## src/rtl/rc_pulse_decoder_pkg.sv

```systemverilog
// Shared definitions for the RC servo pulse receive path.
// Holds the decoder state enum, default timing constants and the frame
// length shared with the servo pulse generator, plus the width-window decoder.
package rc_pulse_decoder_pkg;

    typedef enum logic [1:0] {
        WAIT_LOW = 2'd0,
        IDLE     = 2'd1,
        HIGH     = 2'd2,
        CHECK    = 2'd3
    } rc_state_e;

    localparam int CLK_DIV_DEF       = 195;
    localparam int BASE_W_DEF        = 111;   // 8'h6F, command 00
    localparam int TOL_DEF           = 8;
    localparam int FRAME_TIMEOUT_DEF = 4608;
    localparam int FRAME_TICKS       = 4096;  // generator frame length
    localparam int WIDTH_W           = 10;
    localparam int FRAME_W           = 13;

    // Returns {hit, k[1:0]}: hit when w lies within tol of base + 256*k.
    // Windows are disjoint for tol < 128, so at most one k can hit.
    function automatic logic [2:0] decode_width(input logic [WIDTH_W-1:0] w,
                                                input int base, input int tol);
        logic [2:0] r;
        int         d;
        r = '0;
        for (int k = 0; k < 4; k++) begin
            d = int'(w) - (base + 256 * k);
            if (d <= tol && d >= -tol)
                r = {1'b1, 2'(k)};
        end
        return r;
    endfunction

endpackage

```

## src/rtl/rc_pulse_decoder_prescaler.sv

```systemverilog
// rc_tick_prescaler: free-running clock divider producing the measurement tick.
// Ports:
//   clk  - system clock
//   rst  - synchronous active-high reset
//   tick - one-clock pulse every DIV clocks (high at the counter wrap)
module rc_tick_prescaler #(
    parameter int DIV = 195
) (
    input  logic clk,
    input  logic rst,
    output logic tick
);

    logic [7:0] cnt;
    logic       wrap;

    assign wrap = (cnt == 8'(DIV - 1));
    assign tick = wrap;

    always_ff @(posedge clk) begin
        if (rst)
            cnt <= '0;
        else if (wrap)
            cnt <= '0;
        else
            cnt <= cnt + 8'd1;
    end

endmodule

```

## src/rtl/rc_pulse_decoder.sv

```systemverilog
// rc_pulse_decoder: measures the high time of servo-style pulses in prescaler
// ticks, decodes the {cw, acw, 8'h6F} command encoding and supervises the link.
// Ports:
//   clk, rst       - system clock, synchronous active-high reset
//   rc_pulse_in    - asynchronous pulse input from the board pin
//   pulse_width    - last measured high width in ticks
//   width_valid    - strobe: pulse_width updated
//   clockwise      - decoded command bit 1 (held until next good pulse)
//   anticlockwise  - decoded command bit 0 (held until next good pulse)
//   cmd_valid      - strobe: good command decoded
//   pulse_err      - strobe: overlong pulse or width outside every window
//   link_ok        - good pulses arriving within FRAME_TIMEOUT ticks
module rc_pulse_decoder
    import rc_pulse_decoder_pkg::*;
#(
    parameter int ClkDiv        = CLK_DIV_DEF,
    parameter int BASE_W        = BASE_W_DEF,
    parameter int TOL           = TOL_DEF,
    parameter int FRAME_TIMEOUT = FRAME_TIMEOUT_DEF
) (
    input  logic               clk,
    input  logic               rst,
    input  logic               rc_pulse_in,
    output logic [WIDTH_W-1:0] pulse_width,
    output logic               width_valid,
    output logic               clockwise,
    output logic               anticlockwise,
    output logic               cmd_valid,
    output logic               pulse_err,
    output logic               link_ok
);

    // Synchroniser is deliberately not reset: it keeps tracking the pin
    // during rst, so WAIT_LOW sees a pulse already in progress on release.
    logic sync1, sync, prev;
    logic rise, fall;

    always_ff @(posedge clk) begin
        sync1 <= rc_pulse_in;
        sync  <= sync1;
        prev  <= sync;
    end

    assign rise = sync & ~prev;
    assign fall = ~sync & prev;

    logic tick;

    rc_tick_prescaler #(.DIV(ClkDiv)) u_prescaler (
        .clk  (clk),
        .rst  (rst),
        .tick (tick)
    );

    rc_state_e            state, state_n;
    logic [WIDTH_W-1:0]   wcnt;
    logic [FRAME_W-1:0]   fcnt;
    logic                 wcnt_clr, wcnt_inc, ovf, chk;
    logic [2:0]           dec;
    logic                 wv_q, cv_q, err_q;
    logic                 timeout;

    // The width counter is not advanced in CHECK, so it already holds the
    // latched width there.
    assign dec     = decode_width(wcnt, BASE_W, TOL);
    assign timeout = (fcnt == FRAME_W'(FRAME_TIMEOUT));

    always_comb begin
        state_n  = state;
        wcnt_clr = 1'b0;
        wcnt_inc = 1'b0;
        ovf      = 1'b0;
        chk      = 1'b0;
        case (state)
            WAIT_LOW: if (!sync) state_n = IDLE;
            IDLE: begin
                if (rise) begin
                    wcnt_clr = 1'b1;
                    state_n  = HIGH;
                end
            end
            HIGH: begin
                // fall has priority over a coincident tick
                if (fall) begin
                    state_n = CHECK;
                end else if (tick) begin
                    if (wcnt == '1) begin
                        ovf     = 1'b1;
                        state_n = WAIT_LOW;
                    end else begin
                        wcnt_inc = 1'b1;
                    end
                end
            end
            CHECK: begin
                chk     = 1'b1;
                state_n = IDLE;
            end
            default: state_n = WAIT_LOW;
        endcase
    end

    always_ff @(posedge clk) begin
        if (rst) begin
            state         <= WAIT_LOW;
            wcnt          <= '0;
            fcnt          <= '0;
            pulse_width   <= '0;
            clockwise     <= 1'b0;
            anticlockwise <= 1'b0;
            link_ok       <= 1'b0;
            wv_q          <= 1'b0;
            cv_q          <= 1'b0;
            err_q         <= 1'b0;
        end else begin
            state <= state_n;

            if (wcnt_clr)
                wcnt <= '0;
            else if (wcnt_inc)
                wcnt <= wcnt + 1'b1;

            // Frame counter saturates at the timeout value.
            if (rise)
                fcnt <= '0;
            else if (tick && !timeout)
                fcnt <= fcnt + 1'b1;

            wv_q  <= chk;
            cv_q  <= chk & dec[2];
            err_q <= ovf | (chk & ~dec[2]);

            if (chk)
                pulse_width <= wcnt;

            if (chk && dec[2]) begin
                clockwise     <= dec[1];
                anticlockwise <= dec[0];
                link_ok       <= 1'b1;
            end else if (timeout) begin
                link_ok <= 1'b0;
            end
        end
    end

    // Masked so no strobe is visible in a clock where rst is asserted.
    assign width_valid = wv_q  & ~rst;
    assign cmd_valid   = cv_q  & ~rst;
    assign pulse_err   = err_q & ~rst;

endmodule

```

## config.mk

```make
export PLATFORM = sky130hd
export DESIGN_NAME = rc_pulse_decoder
export DESIGN_NICKNAME = d
export VERILOG_FILES = /design/src/rtl/rc_pulse_decoder_pkg.sv /design/src/rtl/rc_pulse_decoder_prescaler.sv /design/src/rtl/rc_pulse_decoder.sv
export SDC_FILE = /design/constraint.sdc
export NUM_CORES = 1
export LEC_CHECK = 0
export BUFFER_PORTS_ARGS = -buffer_cell sky130_fd_sc_hd__buf_2
export CAP_MARGIN = 40
export CORE_AREA = 8 8 87 89
export CTS_CLUSTER_SIZE = 24
export DETAILED_ROUTE_END_ITERATION = 10
export DIE_AREA = 0 0 95 97
export PLACE_DENSITY = 0.73
export SETUP_SLACK_MARGIN = 0.1
export SLEW_MARGIN = 20
export SYNTH_ARGS = -nofsm -noshare
export SYNTH_HDL_FRONTEND = slang
export SYNTH_SLANG_ARGS = --single-unit
export TNS_END_PERCENT = 10
```

## constraint.sdc

```tcl
create_clock -name clk -period 2.2 [get_ports clk]
set_input_delay 0 -clock clk [delete_from_list [all_inputs] [get_ports clk]]
set_output_delay 0 -clock clk [all_outputs]
set_load 0.01 [all_outputs]
```

---- Word-level counts from Yosys, hierarchy flattened ----
Index checks and enable logic that the tools add are counted.
storage, ports and cells
  output and inout bits ................... 16
  bits in registers ....................... 52
  word-level logic and storage cells ...... 87
  bits of input ports ..................... 3
operators by class
  magnitude comparators ................... 8
  bitwise gates (word level) .............. 12
  multiplexer cells ....................... 23
  reductions and logical operators ........ 13
  equal/unequal tests ..................... 10
  $add $sub $neg .......................... 7
operators by type and width
  kind                                                                 number
  greater-or-equal comparator 11 x 4 -> 1 bit (second input constant)  4
  less-or-equal comparator 11 x 5 -> 1 bit (second input constant)     4
  subtractor 10 x 10 -> 11 bit (second input constant)                 2
  adder 13 x 1 -> 13 bit (second input constant)                       1
  equality test 13 bit (second input constant)                         1
  2-to-1 mux 1 bit                                                     13
  2-to-1 mux 3 bit                                                     4
  subtractor 10 x 7 -> 11 bit (second input constant)                  1
  subtractor 10 x 9 -> 11 bit (second input constant)                  1
  adder 10 x 1 -> 10 bit (second input constant)                       1
  equality test 10 bit (second input constant)                         1
  2-to-1 mux 2 bit                                                     5
  adder 8 x 1 -> 8 bit (second input constant)                         1
  equality test 8 bit (second input constant)                          1
  case mux 2 bit (4 select lines)                                      1
  AND 1 bit                                                            7
  logical AND 1 bit                                                    6
  != test 3 bit (second input constant)                                2
  OR reduction 2 bit                                                   3
  equality test 2 bit (second input constant)                          2
  != test 2 bit (second input constant)                                2
  inverter 1 bit                                                       4
  AND reduction 4 bit                                                  1
  equality test 2 x 1 -> 1 bit (second input constant)                 1
  4 further kinds                                                      4

---- Depth between registers and ports, before layout ----
  depth in word-level cells ............... 10
  mapped depth ............................ 9
  gate-level depth less buffers ........... 8

---- Modules after synthesis ----
A second synthesis with hierarchy kept.
unflattened totals
  cell total of the unflattened synthesis .. 322
  area total of the unflattened synthesis .. 2750.1 sq um
modules (own cells, without submodules)
  module             sequential area each (sq um)  times used  area each (sq um)  cells each
  rc_pulse_decoder   880.8                         1           2383.5             283
  rc_tick_prescaler  160.2                         1           366.6              39

---- Worst setup path before layout ----
Ideal clock, no wire load.
  path type ............................... reg-to-reg
  start ................................... register wcnt[0]
  end ..................................... register clockwise
  library setup time ...................... 112 ps
  required time ........................... 2088 ps
  cell stages (with the launch flop) ...... 9
  arrival time ............................ 2155 ps
  period minus slack after synthesis ...... 2268 ps
  path buffers ............................ 1
  setup slack ............................. -68 ps
  cells stage by stage .................... dfxtp_1 > ha_1 > buf_2 > nand3_2 > or4_4 > o31ai_4 > nor3_2 > a211o_1 > a2111oi_1
between the ends
  word-level cells in the longest chain between the ends .. 8
  elaborated cells on any way between the ends .. 21
  those cells by class .................... 4 x add/sub; 8 x order compare; 4 x mux; 5 x reduce/logical
RTL lines
  what                                                                                                            line                        RTL
  start: declaration                                                                                              rc_pulse_decoder.sv:56      logic [WIDTH_W-1:0] wcnt;
  start signal: assignment                                                                                        rc_pulse_decoder.sv:121     wcnt <= wcnt + 1'b1;
  subtractor 10 x 7 -> 11 bit                                                                                     rc_pulse_decoder_pkg.sv:29  d = int'(w) - (base + 256 * k);
  less-or-equal comparator 11 x 5 -> 1 bit / greater-or-equal comparator 11 x 4 -> 1 bit (equally long branches)  rc_pulse_decoder_pkg.sv:30  if (d <= tol && d >= -tol)
  logical AND 1 bit                                                                                               rc_pulse_decoder_pkg.sv:30
  2-to-1 mux 3 bit (3 in series)                                                                                  rc_pulse_decoder_pkg.sv:30
  2-to-1 mux 3 bit (*)                                                                                            rc_pulse_decoder_pkg.sv:30
  logical AND 1 bit                                                                                               rc_pulse_decoder.sv:136     if (chk && dec[2]) begin
  end signal: assignment                                                                                          rc_pulse_decoder.sv:137     clockwise <= dec[1];
  end: declaration                                                                                                rc_pulse_decoder.sv:26      output logic clockwise,
Every way passes the cells marked *; elsewhere a longest branch is shown, timed or not.
A chain may end at the register's enable or synchronous reset.

---- Worst setup path after layout ----
Same ends and word-level chain as after synthesis.

==> reports/results.md <==
| Result | This run | Unit |
| --- | --- | --- |
| Run status | complete, but fails checks | - |
| Violations in the final reports | setup timing | - |
| Average cell area after synthesis | 8.66 | µm² |
| Share of cell area taken by muxes after synthesis | 4.03 | % |
| Beginning of the worst register-to-register path | wcnt[0] | - |
| Drt first-iter violations | 76 | - |
| Biggest fanout along the worst timing path | 8 | - |
| Clk Latency, worst-skew pair | 300 | ps |
| Drc violations | 0 | - |
| Maximum vdd ir drop | 0.393 | mV |
| Total Routed Length | 6.06 | mm |
| Startpoint of the most critical hold path | rst | - |
| Yosys synthesis warning count | 0 | - |
| Met2 track demand over resource | 24.2 | % |
| Syn_nets | 329 | - |
| R2R Setup Slk | -30 | ps |
| Critical-path cell with the highest stage delay | sky130_fd_sc_hd__a2111oi_4 | - |
| Most used cells in the layout excluding fill and tap cells | sky130_fd_sc_hd__nor2_1 (52), sky130_fd_sc_hd__dfxtp_1 (45), sky130_fd_sc_hd__buf_4 (35) | - |
| Number of global-route vias before repair | 2366 | - |
| Post-place setup slack | -53.1 | ps |
| Critical path endpoint category | register | - |
| DRT Pass-1 Iters | 4 | - |
| Total die area | 9220 | µm² |
| Setup WS post-layout | -25.4 | ps |
| Synthesized cell area | 2740 | µm² |
| Data required time of the critical path | 2400 | ps |
| Std-Cell Core Area | 6200 | µm² |
| Clock tree root buffer cell | sky130_fd_sc_hd__clkbuf_8 | - |
| Minimum clock period after layout | 2230 | ps |
| Post-synthesis sequential element count | 52 | - |
| CP Launch Type | register | - |
| H-tree lvl count | 2 | - |
| Pin count of the biggest net entering global routing | 24 | - |
| Normalized max-slew margin | 69.6 | % |
| Maximum frequency from static timing analysis | 449 | MHz |
| DP Wirelength | 4.18 | mm |
| Fraction of the mapped netlist area in simple logic gates | 26.3 | % |
| Antenna cells | 0 | - |
| Leak Pwr | 0.00127 | µW |
| Initial cell density of the core | 44.1 | % |
| Layout Nets | 373 | - |
| Global-route usage over all layers | 13.3 | % |
| Vertical die dimension | 97 | µm |
| Number of antenna violations at the first check in global routing | 0 | - |
| Ports | 19 | - |
| CTS clock-pin slew for the worst setup and hold paths | 90 | ps |
| Global-route track usage on met1 | 14.7 | % |
| Area fraction in compound gates after synthesis | 12.7 | % |
| Layout Skew | 10.4 | ps |
| Setup-failing EPs final | 1 | - |
| Post-synth top flop | sky130_fd_sc_hd__dfxtp_1 | - |
| Final antenna-violating net count | 0 | - |
| GR peak layer | met2 | - |
| Leading cell type in the layout, fill and taps excluded | sky130_fd_sc_hd__nor2_1 | - |
| Total grt overflow | 0 | - |
| Sequential share of the synthesized area | 38.1 | % |
| Clock tree from TritonCTS | yes | - |
| Number of hold violations in the final report | 0 | - |
| Number of max-slew violations in the final report | 0 | - |
| Worst endpoint data arrival time | 2430 | ps |
| Setup repair after global routing missed its margin | true | - |
| Maximum Capacitance Violations | 0 | - |
| Overall via count from detail_route | 2311 | - |
| Total design power | 1750 | µW |
| Wire length of the first global-routing pass | 10.3 | mm |
| Distinct cells, synth | 58 | - |
| Tightest Pin Transition | 456 | ps |
| Depth of the most critical reg-to-reg path | 9 | - |
| Number of cells produced by synthesis | 316 | - |
| Fraction of final layout cells sized beyond drive strength 1 | 28.0 | % |
| Total clock buffers created by CTS | 5 | - |
| Layout area overhead | 24.4 | % |
| Worst-case clock buffer depth | 2 | - |
| Number of inserted filler cells in the final layout | 546 | - |
| Depth of the worst hold-timing path | 2 | - |
| Placement row count | 29 | - |
| Worst R2R End | clockwise | - |
| Total placed instance area | 3030 | µm² |
| Xor/xnor share of the synthesized area | 9.29 | % |
| Share of the clock period used by the worst path after layout | 101 | % |
| Worst min path class | in -> reg | - |
| Setup TNS after final layout | -25.4 | ps |
| Met3 layer usage reported by global route | 2.24 | % |
| Clock Sink Count | 52 | - |
| X dimension of the die | 95 | µm |
| End point of the most critical hold path | pulse_width[0] | - |
| # placed instances | 417 | - |
| Worst path max stage delay | 430 | ps |
| Worst path cell trace | buf_6, buf_4, a21bo_2, a21oi_2, o221ai_2, a2111oi_4, buf_4, a2111oi_2, a2111oi_4 | - |
| P per Cell Area | 514 | nW/µm² |
| Post-route insts no fill | 438 | - |
| Number of enable flip-flop cells after synthesis | 0 | - |
| Main combinational cell family by area after synthesis | simple AND/OR/NAND/NOR gates | - |
| Input/output buffers | 18 | - |
| Path type of the worst setup path | reg -> reg | - |
| Wire length per cell after detailed routing | 13.8 | µm |
| GPL Wtd Cong | 0.853 | - |
| Final cell area excluding filler cells | 3400 | µm² |
| Share of flip-flops with an asynchronous set or reset after synthesis | 0 | % |
| Post-synthesis share of cell area spent on full adders, half adders and majority gates | 4.57 | % |
| Number of vias per cell | 5.28 | - |
[cell families (layout without fill, tap and decap cells)]
kind of cell / Yosys count / after routing
AO/OA/AOI/OAI: 41 / 41
XOR/XNOR: 29 / 29
adder cells (fa/ha/maj): 10 / 10
buffers and inverters: 32 / 77
flip-flops: 52 / 52
multiplexers: 11 / 11
AND/OR/NAND/NOR: 141 / 141
[critical path: cells and delay by family, from the launching register on]
kind / cells / cell delay (ps)
compound gates: 6 / 1320
buf+inv: 3 / 450
flops: 1 / 350
[flip-flops by register name, summed over array words and instances, names as in the netlist]
signal / count
cv_q: 1
sync: 1
fcnt: 13
pulse_width: 10
wv_q: 1
sync1: 1
link_ok: 1
err_q: 1
clockwise: 1
anticlockwise: 1
state: 2
u_prescaler.cnt: 8
prev: 1
wcnt: 10
[what timing repair did]
action                                  in CTS  in global routing
endpoints found under the hold margin        1                  0
endpoints found under the setup margin       6                 11
cloned                                       0                  0
pin swaps                                    9                  5
setup buffers                               11                  1
hold buffers                                 1                  0
gates resized for setup                     21                 16
[Yosys cell counts (all sizes together), types with 3 or more instances]
cell,number,area share (%)
nor2,53,7.3
dfxtp,52,38
nand2,21,2.9
xnor2,19,6.1
nand3,14,2.7
buf,13,2.5
a21oi,12,2.2
inv,12,1.6
mux2i,11,4.0
ha,10,4.6
nor3,10,2.0
xor2,10,3.2
clkbuf,7,0.96
nor2b,7,1.6
nand2b,6,1.4
or3,6,1.4
a2111oi,4,2.0
nand4,3,0.69
nor4,3,0.91
nor4bb,3,1.1
o31ai,3,1.3
[through the flow]
step / util [%] / hold slack, ps
detailed placement: 48.8 / 105
global route: 54.8 / 142
CTS: 53.1 / 106
global placement: 48.8 / 104
floorplan: - / 27.7
finish: 54.8 / 116
[per-layer routing]
layer	vias to the layer above	wire [µm]	part of all wire, %
met5	-	0	0
met3	11	134	2.2
met4	0	96	1.6
met2	36	3210	53
li1	1173	-	-
met1	1091	2630	43
[where the power goes]
group	leakage (µW)	internal, µW	total (µW)	switching, µW
sequential	0.000425	963	983	20.0
combinational	0.000794	58.6	133	74.6
clock	0.0000552	338	632	295
[area by class of cell]
type / instances / area (µm²) / area share (%)
repair buffers: 57 / 397 / 11.7
clock buffers: 6 / 72.6 / 2.13
clock inverters: 2 / 35.0 / 1.03
multi-input cells: 232 / 1710 / 50.2
inverters: 12 / 45.0 / 1.32
well taps: 77 / 96.3 / 2.83
flip-flops and latches: 52 / 1050 / 30.9
[how the worst max path moves through the flow]
stage             from   endpoint  slack [ps]  cells after the start
2_1_floorplan  wcnt[8]  clockwise          50                      7
3_3_place_gp   wcnt[8]  clockwise          40                      6
3_5_place_dp   wcnt[7]  clockwise         -50                      7
4_1_cts        wcnt[8]  clockwise          -2                      6
5_1_grt        wcnt[0]  clockwise        -120                      9
6_report       wcnt[0]  clockwise         -30                      9
No activity file was read; power rests on OpenSTA's default activity.
